$ cat config.mk
export PLATFORM = sky130hd
export DESIGN_NAME = fpm_32_seq
export DESIGN_NICKNAME = d
export VERILOG_FILES = /design/src/rtl/fpm_32_seq.sv
export SDC_FILE = /design/constraint.sdc
export NUM_CORES = 1
export LEC_CHECK = 0
export ABC_AREA = 0
export BUFFER_PORTS_ARGS = -buffer_cell sky130_fd_sc_hd__buf_4
export CAP_MARGIN = 20
export CORE_MARGIN = 1
export CORE_UTILIZATION = 50
export DETAILED_ROUTE_END_ITERATION = 10
export HOLD_SLACK_MARGIN = 0.03
export PLACE_DENSITY = 0.71
export SYNTH_ARGS = -nofsm -noshare
export SYNTH_HDL_FRONTEND = slang
export SYNTH_SLANG_ARGS = --single-unit
$ cat constraint.sdc
create_clock -name clk -period 6.35 [get_ports clk]
set_input_delay 0.635 -clock clk [delete_from_list [all_inputs] [get_ports clk]]
set_output_delay 0.635 -clock clk [all_outputs]
set_load 0.01 [all_outputs]
$ cat src/rtl/fpm_32_seq.sv
// Sequential binary32 multiplier: one mantissa bit per clock by shift-add,
// followed by a single normalise/round/special-case cycle.
//
// state | meaning
// IDLE  | waiting for Start; Product holds the last result
// MUL   | shift-add over 24 multiplier mantissa bits
// NORM  | normalise, round, select result, pulse Done
module fpm_32_seq #(
    parameter int          MANT_W      = 24,
    parameter logic [31:0] NAN_PATTERN = 32'h7FC00000
) (
    input  logic        clk,
    input  logic        rst_n,
    input  logic        Start,
    input  logic [31:0] Multiplicand,
    input  logic [31:0] Multiplier,
    output logic [31:0] Product,
    output logic        Busy,
    output logic        Done
);

    localparam int ACC_W = 2 * MANT_W;

    typedef enum logic [1:0] {
        IDLE = 2'd0,
        MUL  = 2'd1,
        NORM = 2'd2
    } state_t;

    state_t             r_state;
    logic [31:0]        r_a;
    logic [31:0]        r_b;
    logic [MANT_W-1:0]  r_mant_a;
    logic [MANT_W-1:0]  r_mant_b;
    logic [ACC_W-1:0]   r_acc;
    logic [4:0]         r_count;

    logic [7:0]         w_exp_a;
    logic [7:0]         w_exp_b;
    logic               w_sign;
    logic               w_a_nan;
    logic               w_b_nan;
    logic               w_a_inf;
    logic               w_b_inf;
    logic               w_a_zero;
    logic               w_b_zero;
    logic [ACC_W-1:0]   w_addend;
    logic               w_p47;
    logic [22:0]        w_frac;
    logic               w_guard;
    logic               w_sticky;
    logic               w_inc;
    logic [23:0]        w_frac_rnd;
    logic signed [9:0]  w_exp_norm;
    logic signed [9:0]  w_exp_fin;
    logic [31:0]        w_result;

    assign w_exp_a  = r_a[30:23];
    assign w_exp_b  = r_b[30:23];
    assign w_sign   = r_a[31] ^ r_b[31];
    assign w_a_nan  = (&w_exp_a) & (|r_a[22:0]);
    assign w_b_nan  = (&w_exp_b) & (|r_b[22:0]);
    assign w_a_inf  = (&w_exp_a) & ~(|r_a[22:0]);
    assign w_b_inf  = (&w_exp_b) & ~(|r_b[22:0]);
    assign w_a_zero = (w_exp_a == 8'h00);
    assign w_b_zero = (w_exp_b == 8'h00);

    assign w_addend = {{MANT_W{1'b0}}, r_mant_a} << r_count;

    assign w_p47    = r_acc[ACC_W-1];
    assign w_frac   = w_p47 ? r_acc[46:24] : r_acc[45:23];
    assign w_guard  = w_p47 ? r_acc[23] : r_acc[22];
    assign w_sticky = w_p47 ? (|r_acc[22:0]) : (|r_acc[21:0]);
    assign w_inc    = w_guard & (w_sticky | w_frac[0]);

    // A carry out of the rounded fraction leaves its low 23 bits zero.
    assign w_frac_rnd = {1'b0, w_frac} + {23'd0, w_inc};
    assign w_exp_norm = $signed({2'b00, w_exp_a}) + $signed({2'b00, w_exp_b})
                        - 10'sd127 + $signed({9'd0, w_p47});
    assign w_exp_fin  = w_exp_norm + $signed({9'd0, w_frac_rnd[23]});

    always_comb begin
        w_result = {w_sign, w_exp_fin[7:0], w_frac_rnd[22:0]};
        if (w_a_nan || w_b_nan || (w_a_inf && w_b_zero) || (w_b_inf && w_a_zero))
            w_result = NAN_PATTERN;
        else if (w_a_inf || w_b_inf)
            w_result = {w_sign, 8'hFF, 23'd0};
        else if (w_a_zero || w_b_zero)
            w_result = {w_sign, 31'd0};
        else if (w_exp_fin >= 10'sd255)
            w_result = {w_sign, 8'hFF, 23'd0};
        else if (w_exp_fin <= 10'sd0)
            w_result = {w_sign, 31'd0};
    end

    always_ff @(posedge clk or negedge rst_n) begin
        if (!rst_n) begin
            r_state  <= IDLE;
            r_a      <= 32'd0;
            r_b      <= 32'd0;
            r_mant_a <= '0;
            r_mant_b <= '0;
            r_acc    <= '0;
            r_count  <= 5'd0;
            Product  <= 32'd0;
            Busy     <= 1'b0;
            Done     <= 1'b0;
        end else begin
            Done <= 1'b0;
            case (r_state)
                IDLE: begin
                    if (Start) begin
                        r_a      <= Multiplicand;
                        r_b      <= Multiplier;
                        r_mant_a <= {(Multiplicand[30:23] != 8'h00), Multiplicand[22:0]};
                        r_mant_b <= {(Multiplier[30:23] != 8'h00), Multiplier[22:0]};
                        r_acc    <= '0;
                        r_count  <= 5'd0;
                        Busy     <= 1'b1;
                        r_state  <= MUL;
                    end
                end
                MUL: begin
                    if (r_mant_b[r_count])
                        r_acc <= r_acc + w_addend;
                    r_count <= r_count + 5'd1;
                    if (r_count == 5'd23)
                        r_state <= NORM;
                end
                NORM: begin
                    Product <= w_result;
                    Done    <= 1'b1;
                    Busy    <= 1'b0;
                    r_state <= IDLE;
                end
                default: r_state <= IDLE;
            endcase
        end
    end

endmodule

; Word-level counts from Yosys, hierarchy flattened
; Index checks and enable logic that the tools add are counted.
[word_totals]
ff_bits = 201
output_inout_bits = 34
elab_cells = 82
[classes]
mux = 21
addsub = 7
bitwise = 9
n_lt_le_gt_ge = 3
shift = 1
n_reduce_logical = 25
n_eq_ne = 6
[op_table]
columns = operator, n
row1 = two-way mux 31 bit, 4
row2 = two-way mux 48 bit, 2
row3 = one-hot mux 48 bit (2 select lines), 1
row4 = OR reduction 23 bit, 3
row5 = adder 48 bit, 1
row6 = left shift 24 x 5 -> 48 bit, 1
row7 = two-way mux 32 bit, 1
row8 = adder 23 x 1 -> 24 bit, 1
row9 = two-way mux 23 bit, 1
row10 = OR reduction 22 bit, 1
row11 = adder 10 x 2 -> 10 bit, 2
row12 = logical NOT 8 bit, 2
row13 = AND reduction 8 bit, 2
row14 = nonzero test 8 bit, 2
row15 = "greater-or-equal comparator 10 x 9 -> 1 bit, second input constant", 1
row16 = "<= comparator 10 x 1 -> 1 bit, second input constant", 1
row17 = one-hot mux 5 bit (2 select lines), 1
row18 = "subtractor 9 x 7 -> 10 bit, second input constant", 1
row19 = adder 8 x 8 -> 9 bit, 1
row20 = AND reduction 2 bit, 4
row21 = "< comparator 5 x 6 -> 1 bit, second input constant", 1
row22 = "!= test 2 bit, second input constant", 3
row23 = "adder 5 x 1 -> 5 bit, second input constant", 1
row24 = AND 1 bit, 5
row25 = 17 further kinds, 29

; Depth between registers and ports, before layout
; Gate-level depths: netlist of the first run.
[logic_depth]
word_depth = 12
mapped_depth = 24

; Worst setup path before layout of the first run
; OpenSTA, ideal clock, no wires.
[synth_path]
path_type = reg2reg
start = register r_acc[47]
end = register Product[10]
required_ns = 6.285
slack_ns = 1.565
path_stages_with_launch = 25
setup_time_ns = 0.065
arrival_time_ns = 4.720
period_less_slack_ns = 4.785
n_path_buf = 3
path_cell_list = dfrtp_1 > clkbuf_1 > nand2_1 > a21oi_1 > o211a_1 > nand2_1 > nor3_1 > and2_0 > clkbuf_1 > inv_1 > nor2_1 > fa_1 > inv_1 > fa_1 > nor2b_1 > o21ai_0 > a21boi_0 > o211ai_1 > and2_1 > a21boi_0 > o221ai_1 > o21a_1 > nor4_2 > buf_2 > a22o_1
[synth_between]
elab_chain_len = 11
[synth_lines]
columns = element, line
row1 = from (decl), 35  ; logic [ACC_W-1:0] r_acc;
row2 = from (signal assigned), 125  ; r_acc <= r_acc + w_addend;
row3 = two-way mux 1 bit or two-way mux 23 bit (tied branches), "73, 71"
row4 = bitwise OR 1 bit, 74  ; assign w_inc = w_guard & (w_sticky | w_frac[0]);
row5 = AND 1 bit, 74
row6 = adder 23 x 1 -> 24 bit, 77  ; assign w_frac_rnd = {1'b0, w_frac} + {23'd0, w_inc};
row7 = adder 10 x 2 -> 10 bit, 80  ; assign w_exp_fin = w_exp_norm + $signed({9'd0, w_frac_rnd[23]});
row8 = <= comparator 10 x 1 -> 1 bit, 92  ; else if (w_exp_fin <= 10'sd0)
row9 = two-way mux 31 bit, 92
row10 = two-way mux 31 bit (*), 90  ; else if (w_exp_fin >= 10'sd255)
row11 = two-way mux 31 bit (*), 88  ; else if (w_a_zero || w_b_zero)
row12 = two-way mux 31 bit (*), 86  ; else if (w_a_inf || w_b_inf)
row13 = two-way mux 32 bit (*), 84  ; if (w_a_nan || w_b_nan || (w_a_inf && w_b_zero) || (w_b_inf && w_a_zero))
row14 = to (signal assigned), 131  ; Product <= w_result;
row15 = to (decl), 17  ; output logic [31:0] Product,
; Every way passes the cells marked *; elsewhere a longest branch is shown, timed or not.
; A chain may end at the register's enable or synchronous reset.

; Worst setup path after layout of the first run
[layout_path]
start = register r_acc[47]
end = register Product[0]
; The elaborated chain is that of the path after synthesis.

==> results.py, run 1 <==
metrics = {
    "yosys": {
        "mapped_cell_area_um2": 11600,
        "synth_seq_area_share": 0.334,
        "register_bit_count_reported_by_yosys": 155,
        "postSynthCellCount": 1281,
        "ys.flop_type": "sky130_fd_sc_hd__dfrtp_1",
        "synth-edff-count": 0,
        "synth_top_cell_by_area": "sky130_fd_sc_hd__dfrtp_1",
        "postSynthNetCount": 1415,
        "yosysUniqueCellTypes": 74,
        "avg_synthesized_cell_area_um2": 9.07,
        "ys_top_cells_by_area": "sky130_fd_sc_hd__dfrtp_1 33%, sky130_fd_sc_hd__mux2_2 7.7%, sky130_fd_sc_hd__ha_1 6.9%",
        "synth_top_area_frac": 0.334,
        "ys.warnings.count": 0,
        "synth_async_sr_flop_share": 1.00,
    },
    "cts": {
        "clk-insertion-delay-late_ps": 430,
        "cts_tree": "built",
        "number_of_levels_the_h_tree_was_split_into": 4,
        "clock-sinks": 155,
        "cts.hold.buffers_added": 0,
        "cts.path.max_buffers": 2,
        "number_of_buffers_added_by_the_clock_tree_synthesis_step": 17,
        "post-cts-setup-buffers": 0,
        "cts-resized-gates": 0,
        "worst_setup_hold_path_clk_slew_ps": 70,
        "root_buffer_cell": "sky130_fd_sc_hd__clkbuf_16",
    },
    "floorplanning": {
        "die-area_um2": 23900,
        "die-height_um": 154,
        "floorplan.die.width_um": 154,
        "floorplan.rows": 55,
        "core_um2": 22700,
        "design.portCount": 101,
        "floorplan.initialDensity": 0.512,
    },
    "detailed_routing": {
        "top_layer_used": "met4",
        "route.antenna.remaining_nets": 0,
        "routed_wl_um": 29200,
        "routed-via-count": 9953,
        "post-route-drc-count": 0,
        "drt_iter0_markers": 805,
        "metal1_wirelength_um": 14000,
        "met3RoutedLength_um": 1410,
        "wl_met2_um": 13300,
        "vias_per_cell": 6.05,
        "count_of_tritonroute_iterations_in_the_first_routing_pass": 5,
        "drt-wirelength-per-cell_um": 17.7,
    },
    "sta": {
        "max_slew.worst_pin.slew_ps": 960,
        "totalNegativeSetupSlack_ps": 0,
        "finalMaxSlewViolations": 0,
        "timing.final.crit_period_ps": 5690,
        "timing.final.hold_violations": 0,
        "unrepaired_setup_endpoints_after_global_routing": "no",
        "final.setup_skew_ps": 9.78,
        "finalHoldWorstSlack_ps": 222,
        "maximum_operating_frequency_mhz": 176,
        "final_min_period_over_clock_period": 0.895,
        "slew_headroom": 0.360,
        "setup_viol": 0,
    },
    "critical_path": {
        "worstPathRequired_ps": 6720,
        "crit_arrival_ps": 6060,
        "type_of_the_worst_setup_path": "reg -> reg",
        "worstPathCellList": "buf_4 -> and2_1 -> a21oi_1 -> nor3_1 -> nand2_1 -> nor3_1 -> and2_0 -> inv_1 -> nor2_1 -> fa_1 -> inv_1 -> fa_1 -> nor2b_1 -> o21ai_0 -> a21boi_0 -> o211ai_1 -> and2_1 -> a21boi_0 -> o221ai_1 -> o21a_1 -> nor4_4 -> buf_4 -> a32o_1",
        "critical_path.top_delay_family": "simple AND/OR/NAND/NOR gates",
        "r2r_setup_slack_ps": 660,
        "crit_path_start_kind": "register",
        "cpMaxStageDelayCell": "sky130_fd_sc_hd__dfrtp_1",
        "cp.buffers_inverters": 4,
        "setup.worst_path.end_class": "register",
        "critical-path-max-stage-delay_ps": 600,
        "worstPathMaxFanout": 36,
    },
    "final_layout": {
        "fin_cells": 1644,
        "insertedDiodeCount": 0,
        "area_growth_syn_to_layout_pct": 13.6,
        "most_frequent_cells_in_the_layout": "154 x sky130_fd_sc_hd__dfrtp_1, 146 x sky130_fd_sc_hd__nand2_1, 112 x sky130_fd_sc_hd__buf_4, 94 x sky130_fd_sc_hd__o21ai_0, 89 x sky130_fd_sc_hd__nor2_1",
        "final_common_cell": "sky130_fd_sc_hd__dfrtp_1",
        "drive_gt1_frac": 0.191,
        "layout.nets": 1480,
    },
    "placement": {
        "buffer_ports.inserted": 100,
        "dpl_cells": 1611,
        "dp_hpwl_um": 21700,
        "gp_congestion": 0.959,
    },
    "status": {
        "outcome": "finished, final reports clean",
    },
    "run": {
        "drv_cap": 0,
    },
    "grt": {
        "antenna_violations_before_repair": 0,
        "grt_util_all_layers": 0.251,
        "pin_count_of_the_biggest_net_entering_global_routing": 81,
        "grt_first_pass_wirelength_um": 48600,
        "grt.overflow.total": 0,
        "vias_in_the_first_global_route": 9466,
    },
    "worst_hold_path": {
        "hold_path_class": "in -> async",
    },
}
==> cells in the mapped netlist, types with 5 or more instances <==
cell type / number
sky130_fd_sc_hd__dfrtp_1: 155
sky130_fd_sc_hd__nand2_1: 146
sky130_fd_sc_hd__o21ai_0: 94
sky130_fd_sc_hd__nor2_1: 89
sky130_fd_sc_hd__a21oi_1: 85
sky130_fd_sc_hd__mux2_2: 80
sky130_fd_sc_hd__ha_1: 64
sky130_fd_sc_hd__clkbuf_1: 51
sky130_fd_sc_hd__xor2_1: 39
sky130_fd_sc_hd__mux2i_1: 38
sky130_fd_sc_hd__xnor2_1: 37
sky130_fd_sc_hd__inv_1: 32
sky130_fd_sc_hd__a22o_1: 29
sky130_fd_sc_hd__a21o_1: 28
sky130_fd_sc_hd__nor4_1: 24
sky130_fd_sc_hd__nand3_1: 19
sky130_fd_sc_hd__nand4_1: 19
sky130_fd_sc_hd__nor2b_1: 18
sky130_fd_sc_hd__o21bai_1: 17
sky130_fd_sc_hd__and2_1: 15
sky130_fd_sc_hd__mux4_2: 15
sky130_fd_sc_hd__o22ai_1: 15
sky130_fd_sc_hd__o31ai_1: 14
sky130_fd_sc_hd__a31oi_1: 12
sky130_fd_sc_hd__buf_1: 12
sky130_fd_sc_hd__nor3_1: 12
sky130_fd_sc_hd__nand2b_1: 11
sky130_fd_sc_hd__a211oi_1: 10
sky130_fd_sc_hd__and3_1: 7
sky130_fd_sc_hd__a21boi_0: 6
sky130_fd_sc_hd__o211ai_1: 6
sky130_fd_sc_hd__a31o_2: 5
sky130_fd_sc_hd__buf_2: 5
sky130_fd_sc_hd__or3_1: 5
==> logic make-up (layout without fill, tap and decap cells) <==
kind of cell | Yosys count | in the layout | share of synthesized area
mux | 133 | 133 | 0.139
flops | 155 | 155 | 0.334
fa+ha+maj | 67 | 67 | 0.0741
compound gates | 366 | 366 | 0.208
simple gates | 382 | 382 | 0.154
buf+inv | 102 | 180 | 0.0335
xor+xnor | 76 | 76 | 0.0573
==> per-stage QoR <==
stage	utilization	cell area, um^2	setup slack (ps)
2_1_floorplan	-	11600	1560
3_3_place_gp	0.555	12600	949
3_5_place_dp	0.555	12600	769
4_1_cts	0.580	13200	730
5_1_grt	0.581	13200	31.1
6_report	0.581	13200	664
==> worst register-to-register path, cell delays in order, from the launching register on <==
cell and delay (ps):
sky130_fd_sc_hd__dfrtp_1 600, sky130_fd_sc_hd__buf_4 440, sky130_fd_sc_hd__and2_1 210, sky130_fd_sc_hd__a21oi_1 70, sky130_fd_sc_hd__nor3_1 180, sky130_fd_sc_hd__nand2_1 120
sky130_fd_sc_hd__nor3_1 420, sky130_fd_sc_hd__and2_0 380, sky130_fd_sc_hd__inv_1 90, sky130_fd_sc_hd__nor2_1 140, sky130_fd_sc_hd__fa_1 200, sky130_fd_sc_hd__inv_1 50
sky130_fd_sc_hd__fa_1 390, sky130_fd_sc_hd__nor2b_1 120, sky130_fd_sc_hd__o21ai_0 100, sky130_fd_sc_hd__a21boi_0 400, sky130_fd_sc_hd__o211ai_1 190, sky130_fd_sc_hd__and2_1 190
sky130_fd_sc_hd__a21boi_0 180, sky130_fd_sc_hd__o221ai_1 190, sky130_fd_sc_hd__o21a_1 230, sky130_fd_sc_hd__nor4_4 290, sky130_fd_sc_hd__buf_4 270, sky130_fd_sc_hd__a32o_1 190
==> cell type report <==
cell class	instances	area (um^2)
fillers	1994	9510
multi-input cells	1024	7380
flip-flops and latches	155	3880
repair buffers	114	880
clock buffers	17	425
well taps	285	357
clock inverters	15	153
inverters	34	128
==> flip-flops by register name, indices dropped and copies added, names as in the netlist <==
name      count
r_acc        48
Done          1
Busy          1
r_mant_b      1
r_b          32
r_a          32
r_count       5
r_state       2
Product      32
r_mant_a      1
==> metal layers <==
| layer | vias to the layer above | track usage |
|---|---|---|
| li1 | 4842 | - |
| met1 | 4785 | 0.359 |
| met4 | 0 | 0.0684 |
| met5 | - | 0 |
| met3 | 35 | 0.0333 |
| met2 | 291 | 0.399 |
==> path summary, 6_finish.rpt <==
check	endpoint	cells after the start	startpoint
setup / recovery	Product[0]	23	r_acc[47]
hold / removal	r_b[13]	1	rst_n
setup reg to reg	Product[0]	23	r_acc[47]
hold reg to reg	Busy	1	Busy
max in group asynchronous	r_acc[22]	3	rst_n
min in group clk	r_a[30]	3	Multiplicand[30]
Power of run 1 is not shown: default switching activity piles up to over one toggle a cycle in this logic, so the estimate is an artifact.
==> inputs of run 2 (changes only) <==
- BUFFER_PORTS_ARGS: -buffer_cell sky130_fd_sc_hd__buf_4 -> -buffer_cell sky130_fd_sc_hd__buf_2
- PLACE_DENSITY: 0.71 -> 0.69
==> results.py, run 2 (same netlist as run 1, synthesis figures left out) <==
metrics = {
    "cts": {
        "cts_tree": "built",
        "clock-sinks": 155,
        "worst_setup_hold_path_clk_slew_ps": 80,
        "clk-insertion-delay-late_ps": 440,
        "root_buffer_cell": "sky130_fd_sc_hd__clkbuf_16",
        "number_of_levels_the_h_tree_was_split_into": 4,
        "cts.path.max_buffers": 2,
        "cts.hold.buffers_added": 0,
        "number_of_buffers_added_by_the_clock_tree_synthesis_step": 17,
        "post-cts-setup-buffers": 0,
        "cts-resized-gates": 0,
    },
    "detailed_routing": {
        "count_of_tritonroute_iterations_in_the_first_routing_pass": 5,
        "drt-wirelength-per-cell_um": 17.7,
        "drt_iter0_markers": 735,
        "routed-via-count": 10019,
        "route.antenna.remaining_nets": 0,
        "vias_per_cell": 6.08,
        "routed_wl_um": 29100,
        "post-route-drc-count": 0,
    },
    "final_layout": {
        "top_register": "r_acc",
        "largest_register_ffs": 48,
        "area_growth_syn_to_layout_pct": 11.8,
        "layout.nets": 1483,
        "most_frequent_cells_in_the_layout": "154 x sky130_fd_sc_hd__dfrtp_1, 146 x sky130_fd_sc_hd__nand2_1, 99 x sky130_fd_sc_hd__buf_2, 94 x sky130_fd_sc_hd__o21ai_0, 89 x sky130_fd_sc_hd__nor2_1",
        "insertedDiodeCount": 0,
        "final_common_cell": "sky130_fd_sc_hd__dfrtp_1",
        "drive_gt1_frac": 0.193,
        "fillCellCount": 2057,
    },
    "sta": {
        "setup_viol": 0,
        "timing.final.hold_violations": 0,
        "timing.final.crit_period_ps": 5460,
        "final_min_period_over_clock_period": 0.860,
        "totalNegativeSetupSlack_ps": 0,
        "slew_headroom": 0.460,
        "final.setup_skew_ps": 16.1,
        "max_slew.worst_pin.slew_ps": 802,
        "maximum_operating_frequency_mhz": 183,
        "finalMaxSlewViolations": 0,
        "unrepaired_setup_endpoints_after_global_routing": "no",
    },
    "grt": {
        "antenna_violations_before_repair": 0,
        "pin_count_of_the_biggest_net_entering_global_routing": 80,
        "grt_util_all_layers": 0.253,
        "vias_in_the_first_global_route": 9530,
        "grt_first_pass_wirelength_um": 48400,
        "grt.overflow.total": 0,
    },
    "critical_path": {
        "worstPathRequired_ps": 6720,
        "reg2reg_launch_point": "r_acc[47]",
        "r2r_setup_slack_ps": 890,
        "crit_path_start_kind": "register",
        "critPathLaunch": "r_acc[47]",
        "timing.reg2reg.worst_path_depth": 22,
        "type_of_the_worst_setup_path": "reg -> reg",
        "worstPathMaxFanout": 35,
        "crit_arrival_ps": 5830,
        "worstReg2RegEnd": "Product[0]",
        "setup.worst_path.end_class": "register",
    },
    "status": {
        "outcome": "finished, final reports clean",
    },
    "floorplanning": {
        "die-area_um2": 23900,
        "die-height_um": 154,
        "floorplan.rows": 55,
        "core_um2": 22700,
        "floorplan.initialDensity": 0.512,
        "floorplan.die.width_um": 154,
        "design.portCount": 101,
    },
    "placement": {
        "dp_hpwl_um": 21800,
        "gp_congestion": 0.898,
        "buffer_ports.inserted": 100,
    },
    "run": {
        "drv_cap": 0,
    },
    "worst_hold_path": {
        "hold_path_class": "in -> async",
    },
}
==> run 2: cell types whose count changed in the layout (fill, tap and decap cells not counted), sizes merged <==
cell      change
clkinv        +4
buf           +3
clkinvlp      -3
bufinv        -1
==> run 2: how the worst max path moves through the flow <==
stage,to,slack (ps)
global route,Product[0],280
global placement,Product[0],1100
floorplan,Product[10],1560
CTS,Product[0],920
finish,Product[0],890
detailed placement,Product[0],950
==> run 2: worst max-delay path: stages, from the launching register on <==
cell and delay (ps):
sky130_fd_sc_hd__dfrtp_1 590, sky130_fd_sc_hd__buf_4 430, sky130_fd_sc_hd__mux2i_1 130, sky130_fd_sc_hd__nor3_1 150, sky130_fd_sc_hd__nand2_1 120, sky130_fd_sc_hd__nor3_1 430, sky130_fd_sc_hd__and2_0 370, sky130_fd_sc_hd__inv_1 90
sky130_fd_sc_hd__nor2_1 140, sky130_fd_sc_hd__fa_1 200, sky130_fd_sc_hd__inv_1 60, sky130_fd_sc_hd__fa_1 390, sky130_fd_sc_hd__nor2b_1 110, sky130_fd_sc_hd__o21ai_0 100, sky130_fd_sc_hd__a21boi_0 380, sky130_fd_sc_hd__o211ai_1 180
sky130_fd_sc_hd__and2_1 190, sky130_fd_sc_hd__a21boi_0 170, sky130_fd_sc_hd__o221ai_1 170, sky130_fd_sc_hd__o21a_1 230, sky130_fd_sc_hd__nor4_4 300, sky130_fd_sc_hd__buf_4 280, sky130_fd_sc_hd__a32o_1 200
==> run 2: layer usage <==
layer,global-route usage,share of wire,vias up,wire (um)
met5,0,0,-,0
met4,0.0754,0.020,0,573
met3,0.0446,0.052,50,1510
met2,0.398,0.44,266,12900
met1,0.354,0.49,4843,14100
li1,-,-,4860,-
==> run 2: cell type report <==
| class | instances | area [um^2] | share of cell area |
|---|---|---|---|
| inverter | 34 | 128 | 0.00982 |
| multi-input combinational | 1024 | 7380 | 0.568 |
| clock buffer | 17 | 425 | 0.0327 |
| sequential | 155 | 3880 | 0.299 |
| timing repair buffer | 117 | 654 | 0.0504 |
| clock inverter | 15 | 170 | 0.0131 |
| tap | 285 | 357 | 0.0274 |
==> run 2: per-stage QoR <==
stage / std cells / utilization / cell area [um^2] / setup slack (ps) / hold slack [ps]
final: 1647 / 0.572 / 13000 / 888 / 223
after global routing: 1647 / 0.572 / 13000 / 282 / 288
after CTS: 1646 / 0.571 / 13000 / 918 / 249
after detailed placement: 1614 / 0.545 / 12400 / 949 / 461
after global placement: 1614 / 0.545 / 12400 / 1100 / 455
after floorplan: 1281 / - / 11600 / 1560 / 339
Power of run 2 is left out for the same reason.
